<file path="src/rtl/ws2811_pkg.sv">
// Shared types and helpers for the WS2811 frame sequencer.
package ws2811_pkg;

   typedef enum logic [2:0] {
      IDLE,
      FETCH,
      ARM,
      ACK,
      WAIT,
      DRAIN,
      LATCH
   } seq_state_t;

   localparam int RGB_W = 24;

   // Strip latch gap expressed in clock cycles.
   function automatic int latch_cycles(input int clock_speed, input int us);
      return (clock_speed / 1_000_000) * us;
   endfunction

endpackage

</file>
<file path="src/rtl/ws2811_offset_tracker.sv">
// Per-frame animation offset: steps +1 / -1 or holds on each accepted frame
// tick, wrapping naturally at the power-of-two pattern length.
module ws2811_offset_tracker #(
   parameter int OFF_W = 7
) (
   input  logic             clk,
   input  logic             rst,
   input  logic             advance,
   input  logic             pause,
   input  logic             direction,
   output logic [OFF_W-1:0] offset
);

   // Offset register; the modulo wrap comes from the fixed register width.
   always_ff @(posedge clk) begin
      if (rst) begin
         offset <= '0;
      end else if (advance && !pause) begin
         if (direction) offset <= offset + 1'b1;
         else           offset <= offset - 1'b1;
      end
   end

endmodule

</file>
<file path="src/rtl/ws2811_frame_sequencer.sv">
// One WS2811 strip refresh per frame tick: walks the pixels, addresses the
// pattern ROM (offset-animated), hands each ROM word to the transmitter under
// its start/busy handshake, then holds the strip low for the latch gap.
module ws2811_frame_sequencer
   import ws2811_pkg::*;
#(
   parameter int CLOCK_SPEED           = 50_000_000,
   parameter int UNITS_NUMBER          = 100,
   parameter int PATTERN_COLORS_NUMBER = 128,
   parameter int ROM_LATENCY           = 1,
   parameter int LATCH_US              = 60
) (
   input  logic                                     clkIN,
   input  logic                                     resetIN,
   input  logic                                     frameTickIN,
   input  logic                                     pauseIN,
   input  logic                                     directionIN,
   output logic [$clog2(PATTERN_COLORS_NUMBER)-1:0] addrOUT,
   input  logic [RGB_W-1:0]                         romDataIN,
   output logic                                     txStartOUT,
   output logic [RGB_W-1:0]                         txDataOUT,
   input  logic                                     txBusyIN,
   output logic                                     frameActiveOUT,
   output logic                                     frameDoneOUT,
   output logic                                     overrunOUT
);

   localparam int ADDR_W       = $clog2(PATTERN_COLORS_NUMBER);
   localparam int UNIT_W       = $clog2(UNITS_NUMBER + 1);
   localparam int LATCH_CYCLES = latch_cycles(CLOCK_SPEED, LATCH_US);
   // The DRAIN load edge and the registered done pulse each cost one cycle,
   // so the counter starts two short to put frameDoneOUT exactly LATCH_CYCLES
   // after the final busy fall.
   localparam int LATCH_LOAD   = (LATCH_CYCLES > 2) ? LATCH_CYCLES - 2 : 0;
   localparam int LAT_W        = (LATCH_LOAD > 0) ? $clog2(LATCH_LOAD + 1) : 1;

   localparam logic [UNIT_W-1:0] LAST_UNIT = UNIT_W'(UNITS_NUMBER - 1);
   localparam logic [2:0]        ROM_WAIT  = 3'(ROM_LATENCY);
   localparam logic [LAT_W-1:0]  LAT_INIT  = LAT_W'(LATCH_LOAD);

   seq_state_t        state_q, state_d;
   logic [UNIT_W-1:0] unit_q;
   logic [2:0]        rom_cnt_q;
   logic [LAT_W-1:0]  latch_cnt_q;
   logic [ADDR_W-1:0] offset;

   logic accept, capture, start_d, unit_inc, latch_load, finish, overrun_d;

   ws2811_offset_tracker #(.OFF_W(ADDR_W)) u_offset (
      .clk       (clkIN),
      .rst       (resetIN),
      .advance   (accept),
      .pause     (pauseIN),
      .direction (directionIN),
      .offset    (offset)
   );

   // Unit and offset are both registered, so the address is stable for the
   // whole FETCH window; the add truncates to the ROM index width.
   assign addrOUT = offset + ADDR_W'(unit_q);

   // State register.
   always_ff @(posedge clkIN) begin
      if (resetIN) state_q <= IDLE;
      else         state_q <= state_d;
   end

   // Next-state logic and single-cycle control strobes.
   always_comb begin
      state_d    = state_q;
      accept     = 1'b0;
      capture    = 1'b0;
      start_d    = 1'b0;
      unit_inc   = 1'b0;
      latch_load = 1'b0;
      finish     = 1'b0;
      overrun_d  = frameTickIN && (state_q != IDLE);
      case (state_q)
         IDLE: begin
            if (frameTickIN) begin
               accept  = 1'b1;
               state_d = FETCH;
            end
         end
         FETCH: begin
            if (rom_cnt_q == ROM_WAIT) begin
               capture = 1'b1;
               state_d = ARM;
            end
         end
         ARM: begin
            if (!txBusyIN) begin
               start_d = 1'b1;
               state_d = ACK;
            end
         end
         ACK: begin
            if (txBusyIN) begin
               if (unit_q == LAST_UNIT) begin
                  state_d = DRAIN;
               end else begin
                  unit_inc = 1'b1;
                  state_d  = WAIT;
               end
            end
         end
         WAIT: begin
            if (!txBusyIN) state_d = FETCH;
         end
         DRAIN: begin
            if (!txBusyIN) begin
               latch_load = 1'b1;
               state_d    = LATCH;
            end
         end
         LATCH: begin
            if (latch_cnt_q == '0) begin
               finish  = 1'b1;
               state_d = IDLE;
            end
         end
         default: state_d = IDLE;
      endcase
   end

   // Counters, transmit word and registered output pulses.
   always_ff @(posedge clkIN) begin
      if (resetIN) begin
         unit_q         <= '0;
         rom_cnt_q      <= '0;
         latch_cnt_q    <= '0;
         txDataOUT      <= '0;
         txStartOUT     <= 1'b0;
         frameDoneOUT   <= 1'b0;
         overrunOUT     <= 1'b0;
         frameActiveOUT <= 1'b0;
      end else begin
         if (accept)        unit_q <= '0;
         else if (unit_inc) unit_q <= unit_q + 1'b1;

         // Counts cycles since the address was presented; restarts on every
         // entry into FETCH because it is held at zero everywhere else.
         if (state_q != FETCH) rom_cnt_q <= '0;
         else if (!capture)    rom_cnt_q <= rom_cnt_q + 1'b1;

         if (capture) txDataOUT <= romDataIN;

         if (latch_load)
            latch_cnt_q <= LAT_INIT;
         else if (state_q == LATCH && latch_cnt_q != '0)
            latch_cnt_q <= latch_cnt_q - 1'b1;

         txStartOUT   <= start_d;
         frameDoneOUT <= finish;
         overrunOUT   <= overrun_d;

         if (accept)      frameActiveOUT <= 1'b1;
         else if (finish) frameActiveOUT <= 1'b0;
      end
   end

endmodule
</file>
<file path="config.mk">
export PLATFORM = sky130hd
export DESIGN_NAME = ws2811_frame_sequencer
export DESIGN_NICKNAME = d
export VERILOG_FILES = /design/src/rtl/ws2811_pkg.sv /design/src/rtl/ws2811_offset_tracker.sv /design/src/rtl/ws2811_frame_sequencer.sv
export SDC_FILE = /design/constraint.sdc
export NUM_CORES = 1
export LEC_CHECK = 0
export CAP_MARGIN = 20
export CORE_UTILIZATION = 50
export CTS_CLUSTER_SIZE = 10
export DETAILED_ROUTE_END_ITERATION = 6
export GPL_TIMING_DRIVEN = 0
export PLACE_DENSITY = 0.88
export SLEW_MARGIN = 20
export SYNTH_ARGS = -nofsm -noshare
export SYNTH_HDL_FRONTEND = slang
export SYNTH_SLANG_ARGS = --single-unit
</file>
<file path="constraint.sdc">
create_clock -name clkIN -period 2.9 [get_ports clkIN]
set_clock_uncertainty 0.2 [all_clocks]
set_input_delay 0.58 -clock clkIN [delete_from_list [all_inputs] [get_ports clkIN]]
set_output_delay 0.58 -clock clkIN [all_outputs]
set_load 0.02 [all_outputs]
</file>
# After elaboration in Yosys (flattened, before gate mapping)
# Index checks and enable logic that the tools add are counted.
# op_classes
add_sub_neg,6
reduce_logical,15
bitwise_logic,1
n_mux,25
n_eq_ne,16
# ops
op,count
$mux W12,2
$mux W3,7
$pmux W3 S7,1
$add A7 B1 Y7 const B,2
$mux W1,14
$ne A2 B2 Y1 const B,7
$logic_not A12 Y1,1
$reduce_bool A12 Y1,1
$sub A12 B1 Y12 const B,1
$eq A3 B3 Y1 const B,3
$reduce_or A2 Y1,4
$add A7 B7 Y7,1
$eq A7 B7 Y1 const B,1
$mux W7,1
$reduce_and A7 Y1,1
$sub A7 B1 Y7 const B,1
$eq A3 B1 Y1 const B,2
$eq A3 B2 Y1 const B,2
$reduce_bool A2 Y1,2
$add A3 B1 Y3 const B,1
$logic_and A1 B1 Y1,3
$logic_not A3 Y1,1
$ne A3 B1 Y1 const B,1
$reduce_bool A3 Y1,1
2 further kinds,2
# word_totals
regBits,60
inputBits,30

# Longest topological paths before layout
# logic_depth
word_depth,5
mapped_depth,8
mapped_depth_nobuf,6

# By module
# From an unflattened synthesis, not the netlist that was laid out.
# hier_totals
hier_cells,375
area_unflattened_um2,3181.8
# by_module_without_submodules
mod,cells_each,area_each_um2,n_inst,seq_area_each_um2
ws2811_frame_sequencer,317,2633.8,1,1061.0
ws2811_offset_tracker,58,548.0,1,140.1

# Worst setup path after synthesis
# OpenSTA, ideal clock, no wires.
# synth_timing
path_kind,register to output
startpoint,register u_offset.offset[0]
endpoint,output addrOUT[6]
slack_ps,229
arrival_ps,1891
path_stages_with_launch,7
path_cell_list,dfxtp_1 > ha_1 > fa_1 > a21oi_1 > o21bai_1 > and4_1 > nor3_1
# synth_via
elab_chain_len,1
# synth_lines
element,line,text
start: declaration,ws2811_offset_tracker.sv:11,output logic [OFF_W-1:0] offset
start signal: assignment,ws2811_offset_tracker.sv:19,if (direction) offset <= offset + 1'b1;
start signal: assignment,ws2811_offset_tracker.sv:20,else offset <= offset - 1'b1;
$add A7 B7 Y7,ws2811_frame_sequencer.sv:60,assign addrOUT = offset + ADDR_W'(unit_q);
end: declaration,ws2811_frame_sequencer.sv:18,"output logic [$clog2(PATTERN_COLORS_NUMBER)-1:0] addrOUT,"
# No other way between the ends.

# Final worst setup path
# Ends and elaborated chain as after synthesis.

==> results_tabular.tex <==
\begin{tabular}{lr}
\hline
Metric & Value \\
\hline
\multicolumn{2}{l}{\textbf{Routing}} \\
\quad Number of nets with antenna violations after detailed routing & 0 \\
\quad Initial detailed-routing violation count & around 180 \\
\quad Final WL & 7566 um \\
\quad Total via count in the routed design & 2942 \\
\quad Number of remaining DRC errors & 0 \\
\quad Number of optimization iterations in the first detailed-route pass & 4 \\
\quad Routed wire per std cell & 14.52 um \\
\quad Detail-routed via count per cell & between 5 and 6 \\
\multicolumn{2}{l}{\textbf{Timing}} \\
\quad RSZ-0062 raised after global routing & true \\
\quad Aggregate negative setup slack & -0.003418 ns \\
\quad Period minus WS final & approximately 2.9 ns \\
\quad Worst Max-Slew Pin Slew & roughly 0.78 ns \\
\quad Final setup vio count & 1 \\
\quad Worst slew margin relative to its limit & 0.4720 \\
\quad Post-route worst setup slack & -0.003418 ns \\
\quad Fmax & about 0.34 GHz \\
\quad Final cycle utilization of the critical path & 1.001 \\
\quad Max Slew Vio Count & 0 \\
\quad Number of failing hold endpoints at the final stage & 0 \\
\multicolumn{2}{l}{\textbf{Synth}} \\
\quad Fraction of synthesized cell area in xor and xnor cells & 0.04835 \\
\quad Net count of the mapped netlist & slightly above 400 \\
\quad Library cells used by synthesis & 53 \\
\quad Count of state elements after synthesis & 60 \\
\quad Multiplexer share of the synthesized area & 0.01300 \\
\quad Combinational family with the most area after synthesis & simple AND/OR/NAND/NOR gates \\
\quad Synth Area in Compound Gates & 0.1764 \\
\quad Post-synthesis simple-gate area fraction & 0.2519 \\
\quad Average instance area after synthesis & 8.413 um2 \\
\quad Share of synthesized cell area in full adder, half adder and majority cells & 0.07802 \\
\quad Synth Flop Type & sky130\_fd\_sc\_hd\_\_dfxtp\_1 \\
\quad Post-synth EDFFs & 0 \\
\quad Gate Count Post-Synth & 366 \\
\quad Total number of yosys warnings & 0 \\
\quad Sequential area share after synthesis & 0.3901 \\
\quad Synthesized cell area & 0.003079 mm2 \\
\quad Share of flip-flops with an asynchronous set or reset & 0 \\
\multicolumn{2}{l}{\textbf{Setup path}} \\
\quad Sort of element at the end of the critical path & output port \\
\quad Buffer and inverter count on the worst path & 1 \\
\quad CP max FO & 4 \\
\quad Required @ worst endpoint & between 2 and 2.5 ns \\
\quad Type of the setup path with the least slack & reg2out \\
\quad Family with the most delay on the worst path & compound AO/OA/AOI/OAI gates \\
\quad Maximum single-stage delay on the critical path & between 0.3 and 0.4 ns \\
\quad Cell chain of the critical path & ha\_2 > fa\_2 > a21oi\_2 > o21bai\_4 > a2111oi\_4 > nor3\_2 > buf\_4 \\
\quad Critical Path Source Type & flop \\
\quad Cell type of the slowest stage on the worst timing path & sky130\_fd\_sc\_hd\_\_dfxtp\_2 \\
\quad Data arrival time at the worst-slack endpoint & roughly 2.1 ns \\
\multicolumn{2}{l}{\textbf{Global route}} \\
\quad GR Util All Layers & 0.2394 \\
\quad Global route hottest layer & met2 \\
\quad Pin count of the biggest net entering global routing & 13 \\
\quad GRT met2 Usage & 0.4059 \\
\quad Vias in the first global route & approximately 2700 \\
\quad Global-route met3 utilization & 0.05341 \\
\quad Global routing usage on met1 & 0.2838 \\
\quad Number of antenna violations at the first check in global routing & 0 \\
\quad GRT Residual Overflow & 0 \\
\quad Global-route wire length before repair & around 12000 um \\
\multicolumn{2}{l}{\textbf{Place}} \\
\quad Global placer's final weighted congestion & 0.8627 \\
\quad I/O Buffers & between 60 and 70 \\
\quad Placed wire-length estimate & approximately 5400 um \\
\multicolumn{2}{l}{\textbf{Outcome}} \\
\quad Violated checks & setup timing \\
\quad Run status & finished with violations \\
\multicolumn{2}{l}{\textbf{Finish}} \\
\quad Antenna diode instance count & 0 \\
\quad Storage element area & about 0.0012 mm2 \\
\quad Post-layout net count & about 500 \\
\quad Layout cell share with drive strength beyond 1 & 0.08969 \\
\quad Area growth from synthesis to layout & 33.97\% \\
\quad Most used cells in the layout excluding fill and tap cells & 58 x sky130\_fd\_sc\_hd\_\_nand2\_1, 58 x sky130\_fd\_sc\_hd\_\_clkdlybuf4s50\_1, 56 x sky130\_fd\_sc\_hd\_\_dfxtp\_1, 32 x sky130\_fd\_sc\_hd\_\_a21oi\_1 \\
\quad Multi-input gate area & 0.001814 mm2 \\
\quad Fill cell total of the finished layout & around 450 \\
\multicolumn{2}{l}{\textbf{Pwr}} \\
\quad Cell Pwr Density & roughly 610 mW/mm2 \\
\quad Power, Total & around 2.5 mW \\
\quad LEAKAGE & between 1.5 and 2 nW \\
\quad Peak VDD IR & about 0.34 mV \\
\multicolumn{2}{l}{\textbf{Clock network}} \\
\quad Clock insertion delay at the later pin of the skew report & 0.35 ns \\
\quad \# H-tree levels & 3 \\
\quad CTS tree & yes \\
\quad Number of buffers created by CTS & 9 \\
\quad Post-CTS Hold Fix Bufs & 0 \\
\quad Clock Root Buffer & sky130\_fd\_sc\_hd\_\_clkbuf\_8 \\
\quad Clock edge transition at the registers on the reported setup and hold paths & 0.07 ns \\
\quad Max clock buf depth & 2 \\
\quad Clock sink total & 60 \\
\multicolumn{2}{l}{\textbf{Floorplanning}} \\
\quad Core Area & $\sim$0.0059 mm2 \\
\quad FP Rows & 28 \\
\quad Die extent in y & roughly 80 um \\
\quad Die area & 0.006476 mm2 \\
\quad Number of top-level pins & between 60 and 70 \\
\quad Die width & about 80 um \\
\quad Initial core utilization & 0.5201 \\
\multicolumn{2}{l}{\textbf{Hold path}} \\
\quad Class of the most critical hold timing path & reg2reg \\
\multicolumn{2}{l}{\textbf{Flow run}} \\
\quad Max-cap check violation count & 0 \\
\hline
\end{tabular}
[logic make-up after synthesis]
| group | Yosys count |
|---|---|
| xor+xnor | 17 |
| flops | 60 |
| fa+ha+maj | 18 |
| buf+inv | 32 |
| mux | 4 |
| simple gates | 148 |
| compound gates | 87 |
[tightest hold or removal path, delay by kind of cell, from the launching register on]
kind	cells	cell delay, ns
AO/OA/AOI/OAI	1	0.05
flip-flops	1	0.31
AND/OR/NAND/NOR	1	0.05
[timing repair]
item / in CTS / in global routing
endpoints found under the setup margin: 5 / 2
gates resized for setup: 21 / 11
buffers inserted: 1 / 0
pin swaps: 1 / 1
[stage by stage]
stage               cell area (um2)  utilization  std cells  hold WS [ns]  worst slack, ns
floorplan                      3079            -        366        0.2523           0.2285
global placement               3804       0.6424        504        0.2408          -0.2134
detailed placement             3804       0.6424        504        0.2470          -0.2573
CTS                            4074       0.6881        521        0.2575         -0.04954
global route                   4125       0.6967        521        0.2711         -0.08279
finish                         4125       0.6967        521        0.2587        -0.003418
[flip-flops by register name (all words and copies together), names as in the netlist]
name,count
txStartOUT,1
u_offset.offset,7
frameDoneOUT,1
rom_cnt_q,3
overrunOUT,1
frameActiveOUT,1
state_q,3
latch_cnt_q,12
unit_q,7
txDataOUT,24
[path summary, 6_finish.rpt]
check                                        from                         end  slack, ns  depth (start not counted)
hold / removal          txDataOUT[4]$_SDFFE_PP0P_   txDataOUT[4]$_SDFFE_PP0P_       0.26                          2
setup / recovery  u_offset.offset[0]$_SDFFE_PP0P_                  addrOUT[6]     -0.003                          7
setup reg to reg        rom_cnt_q[0]$_SDFFE_PP0N_  txDataOUT[20]$_SDFFE_PP0P_       0.59                          6
hold reg to reg         txDataOUT[4]$_SDFFE_PP0P_   txDataOUT[4]$_SDFFE_PP0P_       0.26                          2
[cells in the mapped netlist, types with 4 or more instances]
cell type / n / area share
sky130_fd_sc_hd__a21oi_1: 34 / 0.055
sky130_fd_sc_hd__and2_1: 4 / 0.0081
sky130_fd_sc_hd__o21ai_0: 10 / 0.016
sky130_fd_sc_hd__xnor2_1: 9 / 0.026
sky130_fd_sc_hd__ha_1: 16 / 0.065
sky130_fd_sc_hd__nand3_1: 6 / 0.0098
sky130_fd_sc_hd__nor3_1: 9 / 0.015
sky130_fd_sc_hd__mux2i_1: 4 / 0.013
sky130_fd_sc_hd__nand2b_1: 6 / 0.012
sky130_fd_sc_hd__or4_1: 8 / 0.020
sky130_fd_sc_hd__nor4_1: 7 / 0.014
sky130_fd_sc_hd__inv_1: 11 / 0.013
sky130_fd_sc_hd__a31oi_1: 10 / 0.020
sky130_fd_sc_hd__xor2_1: 8 / 0.023
sky130_fd_sc_hd__a211oi_1: 5 / 0.012
sky130_fd_sc_hd__o31ai_1: 7 / 0.017
sky130_fd_sc_hd__dfxtp_1: 60 / 0.39
sky130_fd_sc_hd__nand2_1: 58 / 0.071
sky130_fd_sc_hd__clkbuf_1: 17 / 0.021
sky130_fd_sc_hd__or3_1: 9 / 0.018
sky130_fd_sc_hd__nor2_1: 17 / 0.021
[power breakdown]
group / total (mW) / switching, mW / internal [mW]
combinational: 0.653 / 0.361 / 0.292
sequential: 0.944 / 0.0528 / 0.891
clock: 0.934 / 0.358 / 0.576
[per-layer routing]
| layer | part of all wire | routed length [um] |
|---|---|---|
| met5 | 0 | 0 |
| met4 | 0.022 | 164 |
| met3 | 0.055 | 413 |
| met2 | 0.48 | 3654 |
| met1 | 0.44 | 3333 |
[layout make-up]
cell class / count / share of cell area
Multi-Input combinational cell: 274 / 0.4398
Clock buffer: 9 / 0.03003
Sequential cell: 60 / 0.2936
Tap cell: 75 / 0.02275
Clock inverter: 7 / 0.02972
Inverter: 12 / 0.01092
Buffer: 20 / 0.02062
Timing Repair Buffer: 64 / 0.1526
No activity file was read; power rests on OpenSTA's default activity.
